<file path="src/rtl/dlx_control_fsm.sv">
// Multi-cycle DLX control unit: fetch/decode/execute/memory/writeback sequencing
// with a bounded memory wait and a sticky trap state for illegal opcodes and timeouts.
module dlx_control_fsm #(
    parameter int WAIT_LIMIT = 255,
    parameter int WAIT_W     = 8
) (
    input  logic        clk,
    input  logic        rst,
    input  logic [31:0] IR,
    input  logic        Zflag,
    input  logic        mem_ready,
    output logic [4:0]  ALUop,
    output logic [2:0]  s2op,
    output logic        s1_sel,
    output logic        mem_read,
    output logic        mem_write,
    output logic        addr_sel,
    output logic        IR_load,
    output logic        AB_load,
    output logic        PC_load,
    output logic        MAR_load,
    output logic        MDR_load,
    output logic        ALUout_load,
    output logic        reg_write,
    output logic        rd_sel,
    output logic        wb_sel,
    output logic        trap,
    output logic [1:0]  trap_cause,
    output logic [2:0]  state
);

    typedef enum logic [2:0] {
        S_FETCH  = 3'd0,
        S_DECODE = 3'd1,
        S_EXEC   = 3'd2,
        S_MEM    = 3'd3,
        S_WB     = 3'd4,
        S_BRANCH = 3'd5,
        S_TRAP   = 3'd7
    } state_t;

    typedef enum logic [2:0] {
        CLS_ALU_R, CLS_ALU_I, CLS_LW, CLS_SW, CLS_BEQZ, CLS_BNEZ, CLS_J, CLS_ILL
    } cls_t;

    localparam logic [4:0] ALU_ADD = 5'b00000;
    localparam logic [4:0] ALU_SUB = 5'b00001;
    localparam logic [4:0] ALU_AND = 5'b00010;
    localparam logic [4:0] ALU_OR  = 5'b00011;
    localparam logic [4:0] ALU_XOR = 5'b00100;

    localparam logic [2:0] S2_B      = 3'b000;
    localparam logic [2:0] S2_SIMM16 = 3'b001;
    localparam logic [2:0] S2_ZIMM16 = 3'b010;
    localparam logic [2:0] S2_SIMM26 = 3'b011;
    localparam logic [2:0] S2_FOUR   = 3'b100;
    localparam logic [2:0] S2_ZERO   = 3'b101;

    localparam logic [1:0] CAUSE_ILLEGAL = 2'b01;
    localparam logic [1:0] CAUSE_TIMEOUT = 2'b10;

    // Last count value at which a further non-ready cycle means the limit is reached.
    localparam logic [WAIT_W-1:0] WAIT_LAST = WAIT_W'(WAIT_LIMIT - 1);

    function automatic cls_t classify(input logic [5:0] op, input logic [5:0] fn);
        case (op)
            6'h00: begin
                case (fn)
                    6'h20, 6'h22, 6'h24, 6'h25, 6'h26: classify = CLS_ALU_R;
                    default:                           classify = CLS_ILL;
                endcase
            end
            6'h08, 6'h0A, 6'h0C, 6'h0D, 6'h0E: classify = CLS_ALU_I;
            6'h23:   classify = CLS_LW;
            6'h2B:   classify = CLS_SW;
            6'h04:   classify = CLS_BEQZ;
            6'h05:   classify = CLS_BNEZ;
            6'h02:   classify = CLS_J;
            default: classify = CLS_ILL;
        endcase
    endfunction

    // R-type selects the operation by func, immediates by opcode; both map to one table.
    function automatic logic [4:0] alu_code(input logic [5:0] op, input logic [5:0] fn);
        logic [5:0] key;
        key = (op == 6'h00) ? fn : op;
        case (key)
            6'h22, 6'h0A: alu_code = ALU_SUB;
            6'h24, 6'h0C: alu_code = ALU_AND;
            6'h25, 6'h0D: alu_code = ALU_OR;
            6'h26, 6'h0E: alu_code = ALU_XOR;
            default:      alu_code = ALU_ADD;
        endcase
    endfunction

    function automatic logic [2:0] s2_code(input logic [5:0] op);
        case (op)
            6'h00:        s2_code = S2_B;
            6'h08, 6'h0A: s2_code = S2_SIMM16;
            default:      s2_code = S2_ZIMM16;
        endcase
    endfunction

    state_t            state_q, state_d;
    logic [WAIT_W-1:0] wait_cnt_q, wait_cnt_d;
    logic [1:0]        trap_cause_q, trap_cause_d;
    cls_t              cls;
    logic              unused_ir_bits;

    assign cls            = classify(IR[31:26], IR[5:0]);
    assign unused_ir_bits = ^IR[25:6];

    always_ff @(posedge clk) begin
        if (rst) begin
            state_q      <= S_FETCH;
            wait_cnt_q   <= '0;
            trap_cause_q <= 2'b00;
        end else begin
            state_q      <= state_d;
            wait_cnt_q   <= wait_cnt_d;
            trap_cause_q <= trap_cause_d;
        end
    end

    // The counter only runs while a FETCH/MEM access waits; every other path clears it.
    always_comb begin
        state_d      = state_q;
        wait_cnt_d   = '0;
        trap_cause_d = trap_cause_q;
        case (state_q)
            S_FETCH, S_MEM: begin
                if (mem_ready) begin
                    if (state_q == S_FETCH) state_d = S_DECODE;
                    else                    state_d = (cls == CLS_LW) ? S_WB : S_FETCH;
                end else if (wait_cnt_q == WAIT_LAST) begin
                    state_d      = S_TRAP;
                    trap_cause_d = CAUSE_TIMEOUT;
                end else begin
                    wait_cnt_d = wait_cnt_q + 1'b1;
                end
            end
            S_DECODE: begin
                if (cls == CLS_ILL) begin
                    state_d      = S_TRAP;
                    trap_cause_d = CAUSE_ILLEGAL;
                end else begin
                    state_d = S_EXEC;
                end
            end
            S_EXEC: begin
                case (cls)
                    CLS_ALU_R, CLS_ALU_I: state_d = S_WB;
                    CLS_LW, CLS_SW:       state_d = S_MEM;
                    CLS_BEQZ:             state_d = Zflag ? S_BRANCH : S_FETCH;
                    CLS_BNEZ:             state_d = Zflag ? S_FETCH : S_BRANCH;
                    default:              state_d = S_FETCH;
                endcase
            end
            S_WB, S_BRANCH: state_d = S_FETCH;
            S_TRAP:         state_d = S_TRAP;
            default:        state_d = S_FETCH;
        endcase
    end

    always_comb begin
        ALUop       = ALU_ADD;
        s2op        = S2_B;
        s1_sel      = 1'b0;
        mem_read    = 1'b0;
        mem_write   = 1'b0;
        addr_sel    = 1'b0;
        IR_load     = 1'b0;
        AB_load     = 1'b0;
        PC_load     = 1'b0;
        MAR_load    = 1'b0;
        MDR_load    = 1'b0;
        ALUout_load = 1'b0;
        reg_write   = 1'b0;
        rd_sel      = 1'b0;
        wb_sel      = 1'b0;
        if (!rst) begin
            case (state_q)
                S_FETCH: begin
                    mem_read = 1'b1;
                    IR_load  = mem_ready;
                end
                S_DECODE: begin
                    AB_load = 1'b1;
                    PC_load = 1'b1;
                    s1_sel  = 1'b1;
                    s2op    = S2_FOUR;
                end
                S_EXEC: begin
                    case (cls)
                        CLS_ALU_R, CLS_ALU_I: begin
                            ALUop       = alu_code(IR[31:26], IR[5:0]);
                            s2op        = s2_code(IR[31:26]);
                            ALUout_load = 1'b1;
                        end
                        CLS_LW, CLS_SW: begin
                            s2op     = S2_SIMM16;
                            MAR_load = 1'b1;
                        end
                        CLS_BEQZ, CLS_BNEZ: begin
                            ALUop = ALU_SUB;
                            s2op  = S2_ZERO;
                        end
                        CLS_J: begin
                            s1_sel  = 1'b1;
                            s2op    = S2_SIMM26;
                            PC_load = 1'b1;
                        end
                        default: ;
                    endcase
                end
                S_MEM: begin
                    addr_sel = 1'b1;
                    if (cls == CLS_LW) begin
                        mem_read = 1'b1;
                        MDR_load = mem_ready;
                    end else begin
                        mem_write = 1'b1;
                    end
                end
                S_WB: begin
                    reg_write = 1'b1;
                    rd_sel    = (cls != CLS_ALU_R);
                    wb_sel    = (cls == CLS_LW);
                end
                S_BRANCH: begin
                    s1_sel  = 1'b1;
                    s2op    = S2_SIMM16;
                    PC_load = 1'b1;
                end
                default: ;
            endcase
        end
    end

    assign trap       = (state_q == S_TRAP);
    assign trap_cause = trap_cause_q;
    assign state      = state_q;

endmodule
</file>
<file path="config.mk">
export PLATFORM = sky130hd
export DESIGN_NAME = dlx_control_fsm
export DESIGN_NICKNAME = d
export VERILOG_FILES = /design/src/rtl/dlx_control_fsm.sv
export SDC_FILE = /design/constraint.sdc
export NUM_CORES = 1
export LEC_CHECK = 0
export BUFFER_PORTS_ARGS = -buffer_cell sky130_fd_sc_hd__buf_4
export CELL_PAD_IN_SITES_DETAIL_PLACEMENT = 1
export CELL_PAD_IN_SITES_GLOBAL_PLACEMENT = 1
export CORE_MARGIN = 2
export CORE_UTILIZATION = 27
export CTS_BUF_LIST = sky130_fd_sc_hd__clkbuf_16
export DETAILED_ROUTE_END_ITERATION = 7
export HOLD_SLACK_MARGIN = 0.06
export PLACE_DENSITY_LB_ADDON = 0.1
export SYNTH_ARGS = -nofsm -noshare
export SYNTH_HDL_FRONTEND = slang
export SYNTH_SLANG_ARGS = --single-unit
</file>
<file path="constraint.sdc">
create_clock -name clk -period 2.6 [get_ports clk]
set_input_delay 0.52 -clock clk [delete_from_list [all_inputs] [get_ports clk]]
set_output_delay 0.52 -clock clk [all_outputs]
set_load 0.05 [all_outputs]
</file>
==> impl_metrics.json <==
{
  "maxCapViolations": 0,
  "final_layout_size_suffix_gt1_share_pct": 51.0,
  "antenna_found_initial": 0,
  "num_rows": 24,
  "status": "complete, but fails checks",
  "synthTopCellsByArea": "dfxtp_1 (22%), nor2_1 (7.8%), a21oi_1 (5.4%), xor2_1 (4.3%), nand2_1 (3.4%)",
  "start_util_pct": 28.0,
  "startpoint_type": "primary input",
  "clk_latency_ps": 250,
  "seqPwrFrac_pct": 20.9,
  "synth.distinct_cells": 53,
  "mostFrequentLayoutCells": "buf_4 (73), nor2_1 (20), dfxtp_1 (13)",
  "yosys.area.top_type": "dfxtp_1",
  "finalWirelength_um": 4550,
  "syn_avg_cell_area_um2": 7.24,
  "post-place-cells": 285,
  "cp.arrival_ps": 2120,
  "slowest_delay_ps": 310,
  "async_flop_share_pct": 0,
  "routabilityCongestion": 0.806,
  "internal_power_w": 0.000663,
  "layout_min_cycle_time_ps": 2640,
  "numCtsBuffers": 3,
  "wl_per_cell_um": 15.4,
  "slowest_stage": "o31a_1",
  "nNetsFinal": 282,
  "p_leak_nw": 0.930,
  "fin_skew_ps": 6.85,
  "die_x_um": 70.9,
  "cp_cell_sequence": "buf_4, nor2b_1, o211ai_1, nor2_1, o31a_1, or2_4, a21boi_2, o22ai_2, buf_6",
  "clkTransAtPathRegs_ps": 50,
  "grt_pass1_vias": 1575,
  "clk_path_buf_depth": 2,
  "grt_first_pass_wirelength_um": 7420,
  "yosysWarnings": 0,
  "violations": "setup timing",
  "ys_seq_area_share_pct": 21.5,
  "cts_sinks": 13,
  "cp-end-kind": "output port",
  "root_buffer": "clkbuf_16",
  "synthFlopType": "dfxtp_1",
  "period_share_pct": 101,
  "htreeDepth": 1,
  "finalHoldViolCount": 0,
  "drtIter0Drc": 66,
  "cts_tree": "done",
  "grt_start_max_net_pins": 15,
  "drt.antenna.violating_nets": 0,
  "setup_viol": 2,
  "p_sw_share_pct": 44.6,
  "rsz0062_at_grt": "true",
  "core_area_mm2": 0.00432,
  "dpl_worst_slack_ps": -184,
  "fin_cells": 295,
  "die_h_um": 70.9,
  "syn_to_final_growth_pct": 74.0,
  "yosys_register_bits": 13,
  "p_switching_w": 0.000535,
  "synth_top_area_share_pct": 21.5,
  "vias": 1515,
  "path_class": "primary input to output port",
  "slew_viol_final": 0,
  "synth-edff-count": 0,
  "via_per_inst": 5.14,
  "globalRoute.totalOverflow": 0,
  "cp_num_buf_inv": 2,
  "pwr_density_cell_mw_per_mm2": 570,
  "portBuffers": 40,
  "drtPass1Iterations": 2,
  "timing.fmax_mhz": 379,
  "drc": 0,
  "mostFrequentLayoutCell": "buf_4",
  "dp_hpwl_um": 3520,
  "syn_area_mm2": 0.00121,
  "cp_max_fo": 3,
  "grt.total_usage_pct": 18.3,
  "vdd_drop_max_mv": 0.309,
  "top_level_ports": 63,
  "layout_setup_ws_ps": -36.5,
  "clkPwrFrac_pct": 24.1,
  "combPwrFrac_pct": 55.1,
  "path_delay_family": "compound AO/OA/AOI/OAI gates",
  "hold_slack_ps": 476,
  "antenna-diode-count": 0,
  "hp-class": "flip-flop to flip-flop",
  "synth_cells": 167,
  "dieArea_mm2": 0.00503,
  "required_ps": 2080
}
registers in the layout, summed over array words and instances (netlist names):
register / cells
wait_cnt_q: 8
state: 3
trap_cause: 2
final cells by class:
type	instances	area, um^2
fillers	530	2220
flip-flops and latches	13	260
multi-input cells	135	1000
repair buffers	83	668
clock inverters	1	3.75
clock buffers	3	75.1
inverters	8	30.0
well taps	52	65.1
power groups by stage:
stage / sequential, W / clock [W] / combinational [W]
final: 0.000250 / 0.000289 / 0.000660
after global routing: 0.000254 / 0.000305 / 0.000700
after CTS: 0.000250 / 0.000298 / 0.000654
after detailed placement: 0.000253 / 0 / 0.000632
after global placement: 0.000252 / 0 / 0.000615
after floorplan: 0.000316 / 0 / 0.000366
worst register-to-register path: stages, from the launching register on:
cell and delay (ps):
dfxtp_1 310, buf_4 170, nor2_1 140, inv_1 150, a211oi_1 380, nor2b_1 240, nand2b_1 240, o22ai_1 220
per-layer routing:
| metal | global-route usage (%) | up-vias | routed length (um) |
|---|---|---|---|
| met1 | 22.1 | 728 | 1990 |
| li1 | - | 743 | - |
| met4 | 2.31 | 0 | 20 |
| met5 | 0 | - | 0 |
| met3 | 3.85 | 4 | 201 |
| met2 | 34.2 | 40 | 2330 |
per-stage QoR:
| step | utilization, % | total power (W) | TNS [ps] | area, um^2 |
|---|---|---|---|---|
| 3_5_place_dp | 43.1 | 0.000885 | -886 | 1870 |
| 2_1_floorplan | - | 0.000683 | -706 | 1290 |
| 5_1_grt | 48.6 | 0.00126 | -318 | 2100 |
| 3_3_place_gp | 43.1 | 0.000867 | -648 | 1870 |
| 4_1_cts | 48.2 | 0.00120 | -79.6 | 2080 |
| 6_report | 48.6 | 0.00120 | -57.7 | 2100 |
repair_timing:
| action | CTS | global route |
|---|---|---|
| buffers inserted | 7 | 0 |
| hold endpoints to repair | 0 | 0 |
| setup endpoints to repair | 6 | 7 |
| hold buffers | 0 | 0 |
| gates resized for setup | 23 | 7 |
| pin swaps | 10 | 4 |
logic make-up after synthesis:
group	after synthesis	synth area share, %
AND/OR/NAND/NOR	80	36.9
AO/OA/AOI/OAI	41	23.6
buffers and inverters	20	8.18
flip-flops	13	21.5
XOR/XNOR	8	5.80
adder cells (fa/ha/maj)	2	2.07
multiplexers	2	1.66
other	1	0.310
Yosys cell counts, drive strengths merged, types with 2 or more instances:
cell / count
o21bai: 2
or2: 3
o211ai: 2
and2: 2
mux2i: 2
xnor2: 2
inv: 8
nand3: 6
nand2b: 4
buf: 8
nand2: 11
and3: 6
o21ai: 5
and3b: 2
dfxtp: 13
a21oi: 13
xor2: 6
o22ai: 4
nor2: 25
nor4: 2
nor2b: 6
nor4b: 2
nor3: 7
clkbuf: 4
ha: 2
or3: 2
path summary, 6_finish.rpt:
| kind | from | end | slack (ps) | cells after the start |
|---|---|---|---|---|
| worst max-delay path | IR[2] | s2op[0] | -40 | 9 |
| worst min-delay path | trap_cause[0] | trap_cause[0] | 480 | 2 |
| worst max register to register | state[1] | state[1] | 680 | 7 |
| worst min register to register | trap_cause[0] | trap_cause[0] | 480 | 2 |
(Power assumes the default switching activity.)
